==> src/rtl/gf8_pkg.sv <==
// Shared GF(2^8) definitions: field polynomial, inverter state encoding,
// squarer select codes and a bit-serial multiply helper.
package gf8_pkg;

    localparam logic [8:0] POLY = 9'h11B;

    typedef enum logic [2:0] {
        IDLE,
        S2,
        S3,
        S6,
        S7,
        FIN,
        DONE
    } state_t;

    localparam logic [1:0] SEL_NONE = 2'b00;
    localparam logic [1:0] SEL_SQ1  = 2'b01;
    localparam logic [1:0] SEL_SQ3  = 2'b11;

    // poly_low is the reduction term without the implicit x^8 bit
    function automatic logic [7:0] gf_mul_f(input logic [7:0] a,
                                            input logic [7:0] b,
                                            input logic [7:0] poly_low);
        logic [7:0] acc;
        logic [7:0] x;
        acc = '0;
        x   = a;
        for (int unsigned i = 0; i < 8; i++) begin
            if (b[i]) acc = acc ^ x;
            x = {x[6:0], 1'b0} ^ (poly_low & {8{x[7]}});
        end
        return acc;
    endfunction

endpackage

==> src/rtl/gf8_mul.sv <==
// Combinational GF(2^8) multiplier, reduced modulo POLY.
module gf8_mul
    import gf8_pkg::*;
#(
    parameter logic [8:0] POLY = gf8_pkg::POLY
) (
    input  logic [7:0] a,
    input  logic [7:0] b,
    output logic [7:0] p
);

    assign p = gf_mul_f(a, b, POLY[7:0]);

endmodule

==> src/rtl/gf8_sq.sv <==
// Cascaded GF(2^8) squarer: sel gives the number of successive squarings (0..3).
module gf8_sq
    import gf8_pkg::*;
#(
    parameter logic [8:0] POLY = gf8_pkg::POLY
) (
    input  logic [7:0] din,
    input  logic [1:0] sel,
    output logic [7:0] dout
);

    logic [7:0] sq1;
    logic [7:0] sq2;
    logic [7:0] sq3;

    assign sq1 = gf_mul_f(din, din, POLY[7:0]);
    assign sq2 = gf_mul_f(sq1, sq1, POLY[7:0]);
    assign sq3 = gf_mul_f(sq2, sq2, POLY[7:0]);

    always_comb begin
        dout = din;
        case (sel)
            2'b01:   dout = sq1;
            2'b10:   dout = sq2;
            2'b11:   dout = sq3;
            default: dout = din;
        endcase
    end

endmodule

==> src/rtl/itoh_tsujii_inv.sv <==
// GF(2^8) inverter: a^-1 = (a^(2^7-1))^2 via Itoh-Tsujii, addition chain {1,2,3,6,7}.
module itoh_tsujii_inv
    import gf8_pkg::*;
#(
    parameter int unsigned M    = 8,
    parameter logic [8:0]  POLY = gf8_pkg::POLY
) (
    input  logic         clk,
    input  logic         rst,
    input  logic         start,
    input  logic [M-1:0] din,
    output logic         busy,
    output logic         done,
    output logic [M-1:0] dout
);

    state_t     state;
    state_t     state_nx;
    logic [M-1:0] a_reg;
    logic [M-1:0] beta;
    logic [1:0] sq_sel;
    logic [M-1:0] sq_out;
    logic [M-1:0] mul_b;
    logic [M-1:0] mul_out;

    gf8_sq #(.POLY(POLY)) u_sq (
        .din  (beta),
        .sel  (sq_sel),
        .dout (sq_out)
    );

    gf8_mul #(.POLY(POLY)) u_mul (
        .a (sq_out),
        .b (mul_b),
        .p (mul_out)
    );

    always_ff @(posedge clk or posedge rst) begin
        if (rst) state <= IDLE;
        else     state <= state_nx;
    end

    // S6 doubles the chain length (beta_3 -> beta_6), every other step extends it by one
    always_comb begin
        state_nx = state;
        sq_sel   = SEL_NONE;
        mul_b    = a_reg;
        case (state)
            IDLE: if (start) state_nx = S2;
            S2:   begin sq_sel = SEL_SQ1; state_nx = S3;  end
            S3:   begin sq_sel = SEL_SQ1; state_nx = S6;  end
            S6:   begin sq_sel = SEL_SQ3; mul_b = beta; state_nx = S7; end
            S7:   begin sq_sel = SEL_SQ1; state_nx = FIN; end
            FIN:  begin sq_sel = SEL_SQ1; state_nx = DONE; end
            DONE: state_nx = IDLE;
            default: state_nx = IDLE;
        endcase
    end

    assign busy = (state != IDLE);
    assign done = (state == DONE);

    always_ff @(posedge clk or posedge rst) begin
        if (rst) begin
            a_reg <= '0;
            beta  <= '0;
            dout  <= '0;
        end else begin
            case (state)
                IDLE: if (start) begin
                    a_reg <= din;
                    beta  <= din;
                end
                S2, S3, S6, S7: beta <= mul_out;
                FIN:  dout <= sq_out;
                default: ;
            endcase
        end
    end

endmodule

==> config.mk <==
export PLATFORM = sky130hd
export DESIGN_NAME = itoh_tsujii_inv
export DESIGN_NICKNAME = d
export VERILOG_FILES = /design/src/rtl/gf8_pkg.sv /design/src/rtl/gf8_mul.sv /design/src/rtl/gf8_sq.sv /design/src/rtl/itoh_tsujii_inv.sv
export SDC_FILE = /design/constraint.sdc
export NUM_CORES = 1
export LEC_CHECK = 0
export CAP_MARGIN = 30
export CELL_PAD_IN_SITES_DETAIL_PLACEMENT = 1
export CELL_PAD_IN_SITES_GLOBAL_PLACEMENT = 1
export CORE_UTILIZATION = 48
export DETAILED_ROUTE_END_ITERATION = 10
export PLACE_DENSITY_LB_ADDON = 0.05
export SYNTH_ARGS = -nofsm -noshare
export SYNTH_HDL_FRONTEND = slang
export SYNTH_SLANG_ARGS = --single-unit
==> constraint.sdc <==
create_clock -name clk -period 8.4 [get_ports clk]
set_input_delay 1.68 -clock clk [delete_from_list [all_inputs] [get_ports clk]]
set_output_delay 1.68 -clock clk [all_outputs]
set_load 0.01 [all_outputs]
; ---- Word-level counts from Yosys, hierarchy flattened
; Index checks and enable logic that the tools add are counted.
[totals]
inputBits = 11
output_inout_bits = 10
reg_bits = 27
[op_classes]
n_reduce_logical = 7
n_eq_ne = 10
bitwise = 56
n_mux = 39
[op_table]
columns = op, n
row1 = $mux W8, 34
row2 = $xor A8 B5 Y8, 28
row3 = $xor A8 B8 Y8, 28
row4 = $pmux W8 S3, 1
row5 = $pmux W3 S6, 1
row6 = $pmux W8 S2, 1
row7 = $eq A3 B3 Y1 const B, 3
row8 = $reduce_or A4 Y1, 2
row9 = $eq A3 B2 Y1 const B, 2
row10 = $eq A2 B2 Y1 const B, 2
row11 = $pmux W2 S2, 1
row12 = $reduce_and A2 Y1, 2
row13 = $eq A3 B1 Y1 const B, 1
row14 = $logic_not A3 Y1, 1
row15 = $mux W3, 1
row16 = $reduce_bool A3 Y1, 1
row17 = $eq A2 B1 Y1 const B, 1
row18 = $ne A2 B2 Y1 const B, 1
row19 = $reduce_bool A2 Y1, 1

; ---- Longest topological paths before layout
; Gate-level depths: netlist (run 1).
[depth]
word_depth = 62
depth_mapped = 29
ltp_nobuf = 27

; ---- Hierarchy
; A second synthesis (run 1) with hierarchy kept.
[hier_totals]
cells_unflattened = 596
area_unflattened_um2 = 5113.7
[by_module_without_submodules]
columns = mod, cells_per_inst, instances, seq_area_each_um2, area_per_inst_um2
row1 = gf8_sq, 300, 1, 0.0, 2272.2
row2 = itoh_tsujii_inv, 119, 1, 675.6, 1521.5
row3 = gf8_mul, 177, 1, 0.0, 1320.0

; ---- Least setup slack after synthesis (run 1)
; No wires, ideal clock.
[synth_timing]
path_kind = flip-flop to flip-flop
from = register beta[0]
to = register beta[4]
path_stages_with_launch = 29
path_buffers = 2
arrival_time_ns = 6.099
slack_ns = 2.164
setup_ns = 0.137
synth_period_minus_slack_ns = 6.236
cell_sequence = dfrtp_1 -> ha_1 -> buf_2 -> nand2_1 -> xor2_1 -> inv_2 -> buf_2 -> ha_1 -> nand2_1 -> xor2_1 -> xnor2_2 -> clkinv_1 -> ha_1 -> inv_1 -> xnor2_1 -> xnor2_1 -> nand2_1 -> xnor2_1 -> xnor3_1 -> a32o_1 -> a21oi_1 -> xor2_2 -> nor2_1 -> xor2_1 -> xnor2_2 -> xnor3_1 -> xnor2_1 -> xnor2_1 -> a21oi_1
[synth_between]
elab_chain_cells = 62
elab_cells_between_ends = 91
[synth_rtl]
columns = element, line_no
row1 = from (decl), itoh_tsujii_inv.sv:20  ; logic [M-1:0] beta;
row2 = from (signal assigned), itoh_tsujii_inv.sv:72  ; beta <= din;
row3 = from (signal assigned), itoh_tsujii_inv.sv:74  ; S2, S3, S6, S7: beta <= mul_out;
row4 = $mux W8 or $xor A8 B5 Y8 (tied branches), "gf8_pkg.sv:30, gf8_pkg.sv:31"
row5 = $xor A8 B8 Y8, gf8_pkg.sv:30  ; if (b[i]) acc = acc ^ x;
row6 = $mux W8, gf8_pkg.sv:30
row7 = $xor A8 B8 Y8, gf8_pkg.sv:30
row8 = $mux W8, gf8_pkg.sv:30
row9 = $xor A8 B8 Y8, gf8_pkg.sv:30
row10 = $mux W8, gf8_pkg.sv:30
row11 = $xor A8 B8 Y8, gf8_pkg.sv:30
row12 = [... 46 more ...], n/a
row13 = $mux W8, gf8_pkg.sv:30
row14 = $xor A8 B8 Y8, gf8_pkg.sv:30
row15 = $mux W8, gf8_pkg.sv:30
row16 = $xor A8 B8 Y8, gf8_pkg.sv:30
row17 = $mux W8, gf8_pkg.sv:30
row18 = $xor A8 B8 Y8, gf8_pkg.sv:30
row19 = $mux W8 *, gf8_pkg.sv:30
row20 = $pmux W8 S2 *, itoh_tsujii_inv.sv:69  ; case (state)
; Every way passes the cells marked *; elsewhere a longest branch is shown, timed or not.
; A chain may end at the register's enable or synchronous reset.

; ---- Worst setup path after layout (run 1)
[layout_timing]
from = register beta[7]
to = register beta[5]
[layout_between]
elab_chain_cells = 62
elab_cells_between_ends = 91
[layout_rtl]
columns = element, line_no
row1 = $xor A8 B5 Y8 or $mux W8 (tied branches), "gf8_pkg.sv:31, gf8_pkg.sv:30"
row2 = $xor A8 B8 Y8, gf8_pkg.sv:30
row3 = $mux W8, gf8_pkg.sv:30
row4 = $xor A8 B8 Y8, gf8_pkg.sv:30
row5 = $mux W8, gf8_pkg.sv:30
row6 = $xor A8 B8 Y8, gf8_pkg.sv:30
row7 = $mux W8, gf8_pkg.sv:30
row8 = $xor A8 B8 Y8, gf8_pkg.sv:30
row9 = [... 46 more ...], n/a
row10 = $mux W8, gf8_pkg.sv:30
row11 = $xor A8 B8 Y8, gf8_pkg.sv:30
row12 = $mux W8, gf8_pkg.sv:30
row13 = $xor A8 B8 Y8, gf8_pkg.sv:30
row14 = $mux W8, gf8_pkg.sv:30
row15 = $xor A8 B8 Y8, gf8_pkg.sv:30
row16 = $mux W8 *, gf8_pkg.sv:30
row17 = $pmux W8 S2 *, itoh_tsujii_inv.sv:69
; Marked as above.

==> results.ini, run 1 <==
[setup_path]
cp.arrival_ns=7.85
cpPeakStageDelay_ns=0.74
cp_data_required_time_ns=8.58
rr_startpoint=beta[7]
crit_buf_inv=2
startpoint=beta[7]
critPathTopFamily=XOR/XNOR gates
crit_top_cell=xnor2_1
cpMaxStageDelayCell=dfrtp_1
crit_path_end_kind=flop
start_kind=flop
crit_type=flop to flop
worstPathMaxFanout=16

[detailed_routing]
routed_via_density=5.907
routedWlPerCell_um=19.78
drt_iter0_markers=246
routed-via-count=4649
wl_um=15570
drc_errors=0
first_pass_iters=4
ant_nets=0

[global_route]
grt_use_met2_pct=51.64
antenna_found_initial=0
grt_pass1_wl_um=25930
top_usage_layer=met2
grt_max_degree=30
groute.usage.overall_pct=29.33
grt_pass1_vias=4947
use_met1_pct=38.53
met3_usage_pct=1.871
gr-total-overflow=0

[synth]
synth_nets=661
synth_top_family_by_area=XOR/XNOR gates
synthSimpleGateAreaFrac_pct=19.00
avgSynthCellArea_um2=7.900
synthAdderAreaFrac_pct=0.7344
ys_warn_count=0
synthMuxAreaShare_pct=8.005
synth_area_um2=5111
ys_types=72
syn_inst=647
synth_ff_type=dfrtp_1
ys_seq_area_share_pct=13.22
synth_edf_count=0
synthXorXnorAreaFrac_pct=35.25
synth_compound_area_share_pct=19.14
synth-async-reset-ratio_pct=100.0
ys_seq_elements=27

[die]
dieArea_um2=11060
start_util_pct=49.51
fp.dieW_um=105.2
io_pins=21
num_rows=37
fp.coreArea_um2=10320
die_height_um=105.2

[sta]
slew_headroom_pct=29.15
fin_crit_ns=7.671
setup_violations=0
worstMarginPinSlew_ns=1.055
slew_viol_final=0
setup_tns_ns=0
hold_viol_final=0
setup_slack_ns=0.7290
period_share_pct=91.32
fin_skew_ns=0.005802
grt_setup_unrepaired=no
max_freq_ghz=0.1304

[cts]
cts_max_path_buffers=2
cts.sinks=27
cts_root_buffer=clkbuf_8
clock_latency_ns=0.30
numCtsBuffers=3
cts_setup_buffers=0
cts_tree=done
cts_max_level=1
clk_pin_slew_worst_paths_ns=0.11
hold_buffers=0
post_cts_resized=0

[placement]
place_ws_ns=0.8269
port_buffers=20
hpwl_um=11910
place_congestion=0.8800

[cells_and_area]
drive_gt1_share_pct=10.14
diodes=0
area_growth_pct=7.540
fin_nets=666
fin_util_pct=53.24
layout_common_cells=xnor2_1 (102), nor2_1 (89), nand2_1 (59)
final_common_cell=xnor2_1

[outcome]
status=finished, final reports clean

[flow_run]
maxCapViolations=0

[hold_path]
worst_hold_startpoint=dout[6]
min_path_type=flop to flop

## synthesized netlist by cell type, drive strengths merged, types with 13 or more instances
master	count	area (µm²)
xor2	38	355.3
mux2i	24	240.2
dfrtp	27	675.7
inv	13	48.80
clkbuf	19	71.32
buf	21	113.9
o21ai	36	180.2
nor2	91	346.6
xnor3	15	339.1
mux2	15	168.9
xnor2	113	1084
nand2	59	221.5
nand3	15	75.07
a21oi	37	188.9
## routing by layer
| layer | part of all wire [%] | wire length, µm |
|---|---|---|
| met4 | 1.8 | 284 |
| met5 | 0 | 0 |
| met3 | 2.6 | 409 |
| met2 | 50 | 7854 |
| met1 | 45 | 7020 |
## tightest hold or removal path: stages (launching register included)
cell and delay, ns:
dfrtp_1 0.36, nand2_1 0.05, o21ai_0 0.06
## kinds of logic (layout without fill, tap and decap cells)
logic type | after synthesis | after routing
AOI/OAI and AO/OA | 139 | 139
xor gates and xnor gates | 167 | 167
adders and majority gates | 3 | 3
buffers and inverters | 54 | 58
DFF | 27 | 27
muxes | 39 | 39
and+or+nand+nor | 218 | 218
## area by class of cell
cell class                 count  area (µm²)
clock buffer                   3       41.29
clock inverter                 1       8.758
fill                        1274        4827
inverter                      14       52.55
multi-input combinational    566        4198
sequential                    27       675.6
tap                          136       170.2
timing repair buffer          40       350.3
## stage by stage
step	cell area (µm²)	hold WS, ns	std cells
floorplan	5111	0.4805	647
detailed placement	5446	0.4715	783
CTS	5497	0.4989	787
global route	5497	0.5359	787
global placement	5446	0.4619	783
finish	5497	0.4930	787
## worst paths after layout
path,endpoint,depth (start not counted),slack [ns]
setup / recovery,beta[5],27,0.73
hold / removal,dout[6],2,0.49
setup reg to reg,beta[5],27,0.73
hold reg to reg,dout[6],2,0.49
max in group asynchronous,a_reg[5],3,6.35
min in group asynchronous,a_reg[2],3,1.76
Power of run 1 is left out: the tool's default activity adds up to more than one toggle a clock period on the data nets, which glitch-free logic cannot reach.
==> inputs of run 2 (changes only) <==
--- a/config.mk
+++ b/config.mk
@@ -11,6 +11,7 @@
 export CORE_UTILIZATION = 48
 export DETAILED_ROUTE_END_ITERATION = 10
 export PLACE_DENSITY_LB_ADDON = 0.05
+export SETUP_SLACK_MARGIN = 0.4
 export SYNTH_ARGS = -nofsm -noshare
 export SYNTH_HDL_FRONTEND = slang
 export SYNTH_SLANG_ARGS = --single-unit
==> run 2 against run 1 <==
Against the previous run:
- worst hold slack unchanged
- core utilization about the same
- maximum frequency increased by 2.8%
- sequential cell count unchanged
- via count unchanged
- non-clock buffer count unchanged
- critical path depth unchanged
- critical path type unchanged
- largest cell class unchanged
- highest routed layer unchanged
==> results.ini, run 2 (synthesis gave the netlist of run 1 again) <==
[setup_path]
crit_path_end_kind=flop
rr_startpoint=beta[7]
cpMaxStageDelayCell=dfrtp_2
crit_buf_inv=2  ; unchanged
startpoint=beta[7]
start_kind=flop
worstPathMaxFanout=16  ; unchanged
cp.arrival_ns=7.65  ; -0.20 ns
cp_data_required_time_ns=8.58  ; about the same
crit_top_cell=xnor2_1
cpPeakStageDelay_ns=0.55  ; -0.19 ns
critPathTopFamily=XOR/XNOR gates
crit_type=flop to flop

[cts]
cts_setup_buffers=0  ; unchanged
numCtsBuffers=3  ; unchanged
cts_max_level=1  ; unchanged
hold_buffers=0  ; unchanged
clock_latency_ns=0.30  ; about the same
clk_pin_slew_worst_paths_ns=0.11  ; about the same
cts_max_path_buffers=2  ; unchanged
cts_tree=done
cts.sinks=27  ; unchanged
cts_root_buffer=clkbuf_8

[hold_path]
worst_hold_startpoint=dout[6]
min_path_type=flop to flop

[global_route]
antenna_found_initial=0  ; unchanged
grt_pass1_wl_um=25930  ; unchanged
grt_max_degree=30  ; unchanged
grt_pass1_vias=4947  ; unchanged
groute.usage.overall_pct=29.33  ; unchanged
gr-total-overflow=0  ; unchanged

[die]
fp.coreArea_um2=10320  ; unchanged
fp.dieW_um=105.2  ; unchanged
start_util_pct=49.51  ; unchanged
die_height_um=105.2  ; unchanged
io_pins=21  ; unchanged
dieArea_um2=11060  ; unchanged
num_rows=37  ; unchanged

[cells_and_area]
fin_nets=666  ; unchanged
layout_common_cells=xnor2_1 (102), nor2_1 (89), nand2_1 (59)
drive_gt1_share_pct=10.29  ; +0.15 points
final_common_cell=xnor2_1
diodes=0  ; unchanged
stdcell_area_um2=5498  ; about the same
area_growth_pct=7.564  ; about the same

[detailed_routing]
wl_um=15570  ; unchanged
routedWlPerCell_um=19.78  ; unchanged
routed_via_density=5.907  ; unchanged
ant_nets=0  ; unchanged
first_pass_iters=4  ; unchanged
drt_iter0_markers=246  ; unchanged
drc_errors=0  ; unchanged
routed-via-count=4649  ; unchanged

[sta]
worstMarginPinSlew_ns=1.055  ; unchanged
hold_viol_final=0  ; unchanged
fin_skew_ns=0.005803  ; +0.000001220 ns
grt_setup_unrepaired=no
fin_crit_ns=7.464  ; -0.2069 ns
setup_violations=0  ; unchanged
fin_hold_ws_ns=0.4930  ; unchanged
slew_headroom_pct=29.15  ; unchanged
period_share_pct=88.86  ; -2.5 points
setup_tns_ns=0  ; unchanged
slew_viol_final=0  ; unchanged
max_freq_ghz=0.1340  ; +2.8%

[flow_run]
maxCapViolations=0  ; unchanged

[placement]
port_buffers=20  ; unchanged
place_congestion=0.8800  ; unchanged
hpwl_um=11910  ; unchanged
dpl_cell_area_um2=5446  ; unchanged

[outcome]
status=finished, final reports clean

## run 2: cell types whose count changed in the layout (fill, tap and decap cells not counted)
cell and change:
dfrtp_1 -1, dfrtp_2 +1
## run 2: metrics by stage
step | std cells | setup WS (ns) | utilization, %
after floorplan | 647 | 2.164 | -
after global placement | 783 | 1.237 | 52.76
after detailed placement | 783 | 0.8269 | 52.76
after CTS | 787 | 0.7874 | 53.24
after global routing | 787 | 0.4114 | 53.25
final | 787 | 0.9359 | 53.25
## run 2: area by class of cell
type	count	area, µm²
well taps	136	170.2
inverters	14	52.55
clock inverters	1	8.758
repair buffers	40	350.3
multi-input cells	566	4198
clock buffers	3	41.29
fillers	1275	4826
flip-flops and latches	27	676.9
## run 2: tightest hold or removal path, cell delays in order, from the launching register on
cell and delay (ns):
dfrtp_1 0.36, nand2_1 0.05, o21ai_0 0.06
## run 2: timing repair
item / in CTS / in global routing
endpoints found under the hold margin: 0 / 0
gates resized for setup: 0 / 1
setup endpoints to repair: 0 / 6
## run 2: layer usage
layer	up-vias	GRT usage (%)	part of all wire, %
li1	2239	-	-
met5	-	0	0
met1	2312	38.53	45
met3	24	1.871	2.6
met2	74	51.64	50
met4	0	8.149	1.8
## run 2: final timing paths
kind	end	slack, ns	cells past startpoint
min in group asynchronous	a_reg[2]	1.76	3
worst max-delay path	beta[5]	0.94	27
worst max register to register	beta[5]	0.94	27
worst min register to register	dout[6]	0.49	2
max in group asynchronous	beta[7]	6.32	3
worst min-delay path	dout[6]	0.49	2
Power of run 2 is left out for the same reason.
